### config.mk
export PLATFORM = sky130hd
export DESIGN_NAME = riot_host_arbiter
export DESIGN_NICKNAME = d
export VERILOG_FILES = /design/src/rtl/riot_host_arbiter.sv
export SDC_FILE = /design/constraint.sdc
export NUM_CORES = 1
export LEC_CHECK = 0
export ABC_CLOCK_PERIOD_IN_PS = 1700
export BUFFER_PORTS_ARGS = -buffer_cell sky130_fd_sc_hd__buf_2
export CORE_MARGIN = 2
export CORE_UTILIZATION = 43
export DETAILED_ROUTE_END_ITERATION = 7
export GPL_TIMING_DRIVEN = 0
export PLACE_DENSITY = 0.8
export SYNTH_ARGS = -nofsm -noshare
export SYNTH_HDL_FRONTEND = slang
export SYNTH_SLANG_ARGS = --single-unit
### constraint.sdc
create_clock -name clk -period 1.7 [get_ports clk]
set_input_delay 0.34 -clock clk [delete_from_list [all_inputs] [get_ports clk]]
set_output_delay 0.34 -clock clk [all_outputs]
set_load 0.05 [all_outputs]
### src/rtl/riot_host_arbiter.sv
// rtl/riot_host_arbiter.sv - shares one RIOT between the 6502 bus (priority) and a host port
// Optional abandon-on-timeout of blocked host requests: define RIOT_ARB_TIMEOUT_EN.
module riot_host_arbiter #(
   parameter logic [7:0] TIMEOUT_CYCLES = 8'd255
) (
   input  logic       clk,
   input  logic       res_n,
   input  logic       ce,
   input  logic       cpu_sel,
   input  logic [6:0] cpu_addr,
   input  logic       cpu_rw_n,
   input  logic       cpu_rs_n,
   input  logic [7:0] cpu_din,
   output logic [7:0] cpu_dout,
   input  logic       host_req,
   input  logic [6:0] host_addr,
   input  logic       host_rs_n,
   input  logic       host_we,
   input  logic [7:0] host_wdata,
   output logic       host_ack,
   output logic [7:0] host_rdata,
   output logic       host_err,
   output logic       busy,
   output logic [6:0] riot_addr,
   output logic       riot_rw_n,
   output logic       riot_rs_n,
   output logic [7:0] riot_din,
   output logic       riot_cs1,
   output logic       riot_cs2_n,
   input  logic [7:0] riot_dout
);

   localparam logic [1:0] S_IDLE    = 2'd0;
   localparam logic [1:0] S_WAIT    = 2'd1;
   localparam logic [1:0] S_CAPTURE = 2'd2;

   logic [1:0] state_q, state_d;
   logic       req_q, arm_q;
   logic [6:0] addr_q, addr_d;
   logic       rs_n_q, rs_n_d, we_q, we_d;
   logic [7:0] wdata_q, wdata_d;
   logic       ack_q, ack_d;
   logic [7:0] rdata_q, rdata_d;
   logic       req_rise;

   // arm_q masks the first edge after reset so a request held high through reset is not an edge
   assign req_rise = host_req & ~req_q & arm_q;

`ifdef RIOT_ARB_TIMEOUT_EN
   logic [7:0] cnt_q, cnt_d;
   logic       err_q, err_d;
   assign host_err = err_q;
`else
   logic unused_timeout;
   assign unused_timeout = ^TIMEOUT_CYCLES;
   assign host_err       = 1'b0;
`endif

   always_comb begin
      state_d = state_q;
      addr_d  = addr_q;
      rs_n_d  = rs_n_q;
      we_d    = we_q;
      wdata_d = wdata_q;
      ack_d   = 1'b0;
      rdata_d = rdata_q;
`ifdef RIOT_ARB_TIMEOUT_EN
      cnt_d   = cnt_q;
      err_d   = err_q;
`endif
      case (state_q)
         S_IDLE: begin
            if (req_rise) begin
               state_d = S_WAIT;
               addr_d  = host_addr;
               rs_n_d  = host_rs_n;
               we_d    = host_we;
               wdata_d = host_wdata;
`ifdef RIOT_ARB_TIMEOUT_EN
               cnt_d   = 8'd0;
`endif
            end
         end
         S_WAIT: begin
            if (ce && !cpu_sel) begin
               state_d = S_CAPTURE;
            end
`ifdef RIOT_ARB_TIMEOUT_EN
            else if (ce && cpu_sel) begin
               if (cnt_q == TIMEOUT_CYCLES) begin
                  state_d = S_IDLE;
                  ack_d   = 1'b1;
                  err_d   = 1'b1;
                  rdata_d = 8'hFF;
               end else begin
                  cnt_d = cnt_q + 8'd1;
               end
            end
`endif
         end
         S_CAPTURE: begin
            state_d = S_IDLE;
            ack_d   = 1'b1;
`ifdef RIOT_ARB_TIMEOUT_EN
            err_d   = 1'b0;
`endif
            if (!we_q) rdata_d = riot_dout;
         end
         default: state_d = S_IDLE;
      endcase
   end

   always_ff @(posedge clk or negedge res_n) begin
      if (!res_n) begin
         state_q <= S_IDLE;
         req_q   <= 1'b0;
         arm_q   <= 1'b0;
         addr_q  <= 7'h00;
         rs_n_q  <= 1'b0;
         we_q    <= 1'b0;
         wdata_q <= 8'h00;
         ack_q   <= 1'b0;
         rdata_q <= 8'h00;
`ifdef RIOT_ARB_TIMEOUT_EN
         cnt_q   <= 8'd0;
         err_q   <= 1'b0;
`endif
      end else begin
         state_q <= state_d;
         req_q   <= host_req;
         arm_q   <= 1'b1;
         addr_q  <= addr_d;
         rs_n_q  <= rs_n_d;
         we_q    <= we_d;
         wdata_q <= wdata_d;
         ack_q   <= ack_d;
         rdata_q <= rdata_d;
`ifdef RIOT_ARB_TIMEOUT_EN
         cnt_q   <= cnt_d;
         err_q   <= err_d;
`endif
      end
   end

   // The CPU always wins the bus; the host only drives chip selects while waiting for a free ce
   always_comb begin
      riot_addr  = addr_q;
      riot_rs_n  = rs_n_q;
      riot_din   = wdata_q;
      riot_rw_n  = 1'b1;
      riot_cs1   = 1'b0;
      riot_cs2_n = 1'b1;
      if (cpu_sel) begin
         riot_addr  = cpu_addr;
         riot_rs_n  = cpu_rs_n;
         riot_din   = cpu_din;
         riot_rw_n  = cpu_rw_n;
         riot_cs1   = 1'b1;
         riot_cs2_n = 1'b0;
      end else if (state_q == S_WAIT) begin
         riot_rw_n  = ~we_q;
         riot_cs1   = 1'b1;
         riot_cs2_n = 1'b0;
      end
   end

   assign cpu_dout   = riot_dout;
   assign host_ack   = ack_q;
   assign host_rdata = rdata_q;
   assign busy       = (state_q != S_IDLE);

endmodule
; ---- After elaboration in Yosys (flattened, before gate mapping)
; Cells that the tools add are included.
; W data, S select, Z words.
[op_classes]
n_eq_ne = 4
muxes = 13
bitwise = 4
reduce_logical = 7
[op_table]
columns = cell, n
row1 = $mux W1, 8
row2 = $mux W8, 1
row3 = $mux W7, 1
row4 = $reduce_and A2 Y1, 3
row5 = $mux W2, 2
row6 = $ne A2 B2 Y1 const B, 2
row7 = $pmux W2 S2, 1
row8 = $and A1 B1 Y1, 2
row9 = $eq A2 B1 Y1 const B, 1
row10 = $eq A2 B2 Y1 const B, 1
row11 = $logic_not A2 Y1, 1
row12 = $not A1 Y1, 2
row13 = $reduce_bool A2 Y1, 1
row14 = $logic_and A1 B1 Y1, 1
row15 = $logic_not A1 Y1, 1
[totals]
ff_bits = 30
in_bits = 47
output_inout_bits = 38
wordCells = 37

; ---- Logic depth before layout (Yosys ltp)
; Gate-level depths: netlist of run 1.
[depth]
ltp_word = 5
mapped_depth = 4
mapped_depth_nobuf = 3

; ---- Worst setup path after synthesis of run 1
; Ideal clock, no wire load.
[synth_path]
kind = input-to-output
start = input port cpu_sel
end = output port riot_cs2_n
arrival_time_ns = 1.735
required_time_ns = 1.360
slack_ns = -0.375
path_stages = 4
n_path_buf = 2
path_cell_list = clkbuf_1 -> buf_2 -> nand2b_1 -> inv_1
[synth_via]
elab_chain_cells = 1
[synth_rtl]
columns = item, line
row1 = start: declaration, 9  ; input logic cpu_sel,
row2 = $mux W1, 153  ; if (cpu_sel) begin
row3 = end: declaration, 29  ; output logic riot_cs2_n,
; Every way passes these cells.

; ---- Worst setup path in the final report of run 1
[layout_path]
start = register state_q[1]
end = output port riot_cs2_n
[layout_via]
elab_chain_cells = 3
[layout_rtl]
columns = item, line
row1 = start: declaration, 37  ; logic [1:0] state_q, state_d;
row2 = start signal: assignment, 129  ; state_q <= state_d;
row3 = $eq A2 B1 Y1, 160  ; end else if (state_q == S_WAIT) begin
row4 = $mux W1, 160
row5 = $mux W1, 153
; Every way passes these cells.

==> impl_metrics.py, run 1 <==
metrics = {
    "worst_setup_path": {
        "worst_setup_path_start_kind": "flip-flop",
        "critPathArrivalTime_ns": 1.35,
        "crit_type": "reg -> out",
        "crit_path_top_delay_cell": "dfrtp_1",
        "critPathBufInv": 2,
        "rrSetupSlack_ns": 0.08,
        "critPathTopFamily": "flip-flops",
        "crit_fanout": 4,
        "endpoint_kind": "primary output",
        "cp_cell_sequence": "or2b_1 -> nand2b_4 -> clkinvlp_4 -> buf_6",
        "crit_required_ns": 1.36,
        "cpPeakStageDelay_ns": 0.43,
    },
    "route": {
        "drtPass1Iterations": 2,
        "drtIter0Drc": 12,
        "wire_per_inst_microns": 12.07,
        "drt-vias-per-instance": 4.566,
        "drc": 0,
        "wl_mm": 2.837,
        "dr_total_vias": 1073,
        "final_antenna_net_count": 0,
    },
    "cells_and_area": {
        "fin_area_sq_um": 1998,
        "n_antenna_cell": 0,
        "nNetsFinal": 239,
        "drive_gt1_share_pct": 79.06,
        "fill_cells": 269,
        "multi_input_area_sq_um": 579.3,
        "seqCellArea_sq_um": 750.7,
        "final_util_pct": 64.40,
        "syn_to_final_growth_pct": 41.20,
    },
    "global_route": {
        "use_met3_pct": 3.992,
        "grt_pass1_vias": 1007,
        "grt_use_met2_pct": 26.75,
        "grt_start_max_net_pins": 31,
        "antenna_found_initial": 0,
        "overflow": 0,
        "grt_pass1_wl_mm": 4.264,
        "grt_use_met1_pct": 18.93,
        "busiest_layer": "met2",
        "track_usage_pct": 15.94,
    },
    "sta": {
        "slew_violations": 0,
        "finClkSkew_ns": 0.005216,
        "period_needed_ns": 1.693,
        "fin_crit_sh_pct": 99.58,
        "timing.fmax_mhz": 590.7,
        "setup_slack_ns": 0.007057,
        "final_hold_viol_count": 0,
        "setup_viol": 0,
        "grt_setup_unrepaired": "true",
        "tightest_slew_ns": 0.6565,
        "relSlewSlack_pct": 56.23,
        "tns_ns": 0,
    },
    "logic_synthesis": {
        "synth-seq-cells": 30,
        "synth_top_area_share_pct": 53.05,
        "ys_warn_count": 0,
        "yosysUniqueCellTypes": 17,
        "syn_avg_cell_area_sq_um": 14.15,
        "yosysTopAreaCell": "dfrtp_1",
        "syn_nets": 147,
        "synthesis.instances": 100,
        "synth.yosys.seq_area_share_pct": 53.05,
        "synth_area_sq_um": 1415,
        "synthTopCellsByArea": "dfrtp_1, mux2_2, buf_4",
    },
    "floorplan": {
        "dieArea_sq_um": 3766,
        "die_x_microns": 61.37,
        "rows": 20,
        "initial_utilization_pct": 45.60,
        "core-area_sq_um": 3103,
        "ios": 85,
        "die_h_microns": 61.37,
    },
    "clock_tree": {
        "tritoncts": "yes",
        "cts_buffers": 5,
        "clock_sinks": 30,
        "cts_root_buffer": "clkbuf_4",
        "hold_buffers": 0,
        "htreeDepth": 2,
        "path_clk_slew_ns": 0.08,
        "cts_buffer_depth": 2,
        "insertion_delay_ns": 0.31,
    },
    "placement": {
        "dp_hpwl_mm": 2.270,
        "post_dp_cell_area_sq_um": 1893,
        "place_congestion": 0.6724,
        "pre_cts_ws_ns": -0.1190,
        "portBuffers": 82,
    },
    "run": {
        "maxCapViolations": 0,
    },
    "power": {
        "power.leakage_nw": 1.030,
        "ir_drop_mv": 0.7048,
        "power-per-cell-area_nw_per_um2": 1418,
    },
    "run_status": {
        "outcome": "finished clean",
    },
    "min_path": {
        "hp-class": "in -> async",
    },
}
## layout make-up
class,count,share of cell area [%]
Clock buffer,6,2.567
Inverter,1,0.3757
Multi-Input combinational cell,56,28.99
Sequential cell,30,37.57
Timing Repair Buffer,85,22.60
Buffer,13,5.135
Tap cell,44,2.755
## cell usage after synthesis (all sizes together)
cell type	instances
mux2	42
dfrtp	30
buf	12
conb	2
nand2	2
nand2b	2
nor2b	2
a21o	1
and2b	1
clkbuf	1
inv	1
nor2	1
nor3	1
or2	1
or2b	1
## cell usage in the layout (no fill, tap or decap), types with 2 or more instances in the layout
cell type	instances
buf_2	80
buf_4	13
buf_6	3
clkbuf_4	6
conb_1	2
dfrtp_1	30
nand2_1	2
mux2_2	42
## worst reg2reg max path, stage by stage (launching register included)
cell and delay, ns:
dfrtp_1 0.40, buf_4 0.14, or2_4 0.25, nor3_4 0.20, buf_8 0.18, mux2_2 0.34
## worst paths after layout
| check | startpoint | to | cells past startpoint |
|---|---|---|---|
| worst min-delay path | res_n | wdata_q[2] | 1 |
| worst max register to register | state_q[0] | wdata_q[7] | 5 |
| min in group clk | host_req | req_q | 1 |
| worst max-delay path | state_q[1] | riot_cs2_n | 4 |
| worst min register to register | host_rdata[5] | host_rdata[5] | 1 |
| max in group asynchronous | res_n | host_rdata[3] | 1 |
## metrics by stage
stage | cells | total power, W | hold WS [ns]
final | 235 | 0.002834 | 0.05145
after global routing | 235 | 0.002986 | 0.08975
after CTS | 234 | 0.002863 | 0.04956
after detailed placement | 226 | 0.002440 | 0.4072
after global placement | 226 | 0.002394 | 0.3926
after floorplan | 100 | 0.002129 | 0.04441
## timing repair
| action | in CTS | in global routing |
|---|---|---|
| resized for setup | 7 | 3 |
| gates cloned | 0 | 0 |
| pin swaps | 1 | 0 |
| setup endpoints to repair | 21 | 3 |
| buffers inserted | 2 | 1 |
## kinds of logic after synthesis
family	Yosys count	share of synthesized area (%)
mux	42	33.42
flops	30	53.05
buf+inv	14	7.072
simple gates	11	5.394
other cells	2	0.5307
compound gates	1	0.5307
## metal layers
| layer | routed length, microns | vias to the layer above |
|---|---|---|
| li1 | - | 511 |
| met1 | 1156 | 492 |
| met2 | 1358 | 66 |
| met3 | 296 | 4 |
| met4 | 25 | 0 |
| met5 | 0 | - |
## power breakdown
| part | switching (W) | internal, W | leakage, nW |
|---|---|---|---|
| clock network | 0.000210 | 0.000186 | 0.0302 |
| logic | 0.000928 | 0.000461 | 0.637 |
| registers | 0.000108 | 0.000940 | 0.363 |
| total | 0.00125 | 0.00159 | 1.03 |
## state kept, by name (all words and copies together), names as in the netlist
register	cells
req_q	1
wdata_q	8
host_rdata	8
rs_n_q	1
arm_q	1
state_q	2
host_ack	1
addr_q	7
we_q	1
Power figures use the tool's default switching activity.
==> inputs of run 2 (changes only) <==
--- a/config.mk
+++ b/config.mk
@@ -7,6 +7,7 @@
 export LEC_CHECK = 0
 export ABC_CLOCK_PERIOD_IN_PS = 1700
 export BUFFER_PORTS_ARGS = -buffer_cell sky130_fd_sc_hd__buf_2
+export CORE_ASPECT_RATIO = 1.25
 export CORE_MARGIN = 2
 export CORE_UTILIZATION = 43
 export DETAILED_ROUTE_END_ITERATION = 7
==> impl_metrics.py, run 2 (same netlist as run 1, synthesis figures left out) <==
metrics = {
    "sta": {
        "period_needed_ns": 1.652,
        "tns_ns": 0,
        "setup_viol": 0,
        "final_hold_viol_count": 0,
        "finClkSkew_ns": 0.004964,
        "slew_violations": 0,
        "tightest_slew_ns": 0.6702,
        "fin_hold_ws_ns": 0.09271,
        "relSlewSlack_pct": 55.32,
        "setup_slack_ns": 0.04774,
        "timing.fmax_mhz": 605.2,
        "fin_crit_sh_pct": 97.19,
    },
    "worst_setup_path": {
        "critPathBufInv": 2,
        "cp_cell_sequence": "or2b_1 -> nand2b_4 -> clkinvlp_4 -> buf_2",
        "critPathTopFamily": "flip-flops",
        "crit_path_top_delay_cell": "dfrtp_1",
        "crit_required_ns": 1.36,
        "crit_fanout": 3,
        "endpoint_kind": "primary output",
        "critPathArrivalTime_ns": 1.31,
        "worst_setup_path_start_kind": "flip-flop",
        "crit_type": "reg -> out",
        "cpPeakStageDelay_ns": 0.40,
    },
    "run_status": {
        "outcome": "finished clean",
    },
    "power": {
        "power.share.clock_pct": 19.4,
        "power-per-cell-area_nw_per_um2": 1496,
        "p_switching_w": 0.001304,
        "swShare_pct": 43.08,
        "internal_power_w": 0.001722,
        "p_comb_share_pct": 45.9,
        "power_frac_seq_pct": 34.7,
        "power.leakage_nw": 1.049,
        "ir_drop_mv": 1.005,
    },
    "run": {
        "maxCapViolations": 0,
    },
    "cells_and_area": {
        "n_antenna_cell": 0,
        "drive_gt1_share_pct": 78.87,
        "syn_to_final_growth_pct": 42.97,
        "final_cell_mix": "buf_2, mux2_2, dfrtp_1",
        "final_common_cell": "buf_2",
        "nNetsFinal": 240,
        "final_cells": 231,
    },
    "global_route": {
        "overflow": 0,
        "grt_start_max_net_pins": 31,
        "busiest_layer": "met2",
        "track_usage_pct": 17.02,
        "use_met3_pct": 5.671,
        "antenna_found_initial": 0,
        "grt_pass1_vias": 1121,
        "grt_pass1_wl_mm": 4.774,
        "grt_use_met1_pct": 16.43,
        "grt_use_met2_pct": 31.85,
    },
    "clock_tree": {
        "clock_sinks": 30,
        "hold_buffers": 0,
        "cts_buffer_depth": 2,
        "cts_buffers": 5,
        "htreeDepth": 2,
        "tritoncts": "yes",
        "cts_root_buffer": "clkbuf_8",
        "insertion_delay_ns": 0.28,
        "path_clk_slew_ns": 0.06,
    },
    "placement": {
        "pre_cts_ws_ns": -0.1283,
        "dp_hpwl_mm": 2.351,
        "place_congestion": 0.6979,
        "portBuffers": 82,
        "placedCellCount": 219,
    },
    "route": {
        "wire_per_inst_microns": 13.10,
        "drtIter0Drc": 11,
        "wl_mm": 3.027,
        "drtPass1Iterations": 2,
        "drt-vias-per-instance": 4.714,
        "drc": 0,
        "dr_total_vias": 1089,
        "final_antenna_net_count": 0,
    },
    "floorplan": {
        "ios": 85,
        "rows": 23,
        "dieArea_sq_um": 3769,
        "die_h_microns": 68.14,
        "core-area_sq_um": 3166,
        "initial_utilization_pct": 44.70,
        "die_x_microns": 55.31,
    },
    "min_path": {
        "hp-class": "in -> async",
    },
}
[run 2: timing repair]
| action | 4_1_cts | 5_1_grt |
|---|---|---|
| gates resized for setup | 5 | 1 |
| setup buffers | 2 | 2 |
| pin swaps | 1 | 0 |
| endpoints found under the setup margin | 19 | 3 |
[run 2: worst reg2reg max path, cell delays in order, from the launching register on]
cell,delay (ns)
dfrtp_1,0.39
buf_4,0.14
or2_4,0.25
nor3_4,0.21
buf_4,0.19
mux2_2,0.33
[run 2: power groups by stage]
stage | sequential (W) | clock, W | combinational [W]
after floorplan | 0.00138 | 0 | 0.000751
after global placement | 0.00104 | 0 | 0.00135
after detailed placement | 0.00107 | 0 | 0.00138
after CTS | 0.00105 | 0.000607 | 0.00139
after global routing | 0.00108 | 0.000639 | 0.00146
final | 0.00105 | 0.000587 | 0.00139
[run 2: routing by layer]
metal  part of all wire [%]  vias to the layer above
li1                       -                      516
met1                     38                      495
met2                     50                       71
met3                    9.9                        7
met4                    1.9                        0
met5                      0                        -
[run 2: worst paths after layout]
path,startpoint,endpoint,slack (ns),cells after the start
worst min register to register,host_rdata[1],host_rdata[1],0.50,1
worst max-delay path,state_q[1],riot_cs2_n,0.05,4
min in group clk,host_req,req_q,0.18,1
worst max register to register,state_q[0],wdata_q[3],0.07,5
worst min-delay path,res_n,rs_n_q,0.09,1
max in group asynchronous,res_n,host_rdata[5],1.17,1
[run 2: stage by stage]
step | utilization [%] | instance area [sq um] | total power [W]
2_1_floorplan | - | 1428 | 0.002129
3_3_place_gp | 59.53 | 1884 | 0.002395
3_5_place_dp | 59.53 | 1884 | 0.002448
4_1_cts | 63.32 | 2004 | 0.003052
5_1_grt | 63.91 | 2023 | 0.003179
6_report | 63.91 | 2023 | 0.003026
[run 2: final cells by class]
type	count	area [sq um]
clock buffers	7	86.33
well taps	37	46.29
fillers	250	1142
clock inverters	1	5.005
multi-input cells	56	574.3
plain buffers	13	106.4
flip-flops and latches	30	750.7
inverters	1	7.507
repair buffers	86	446.7
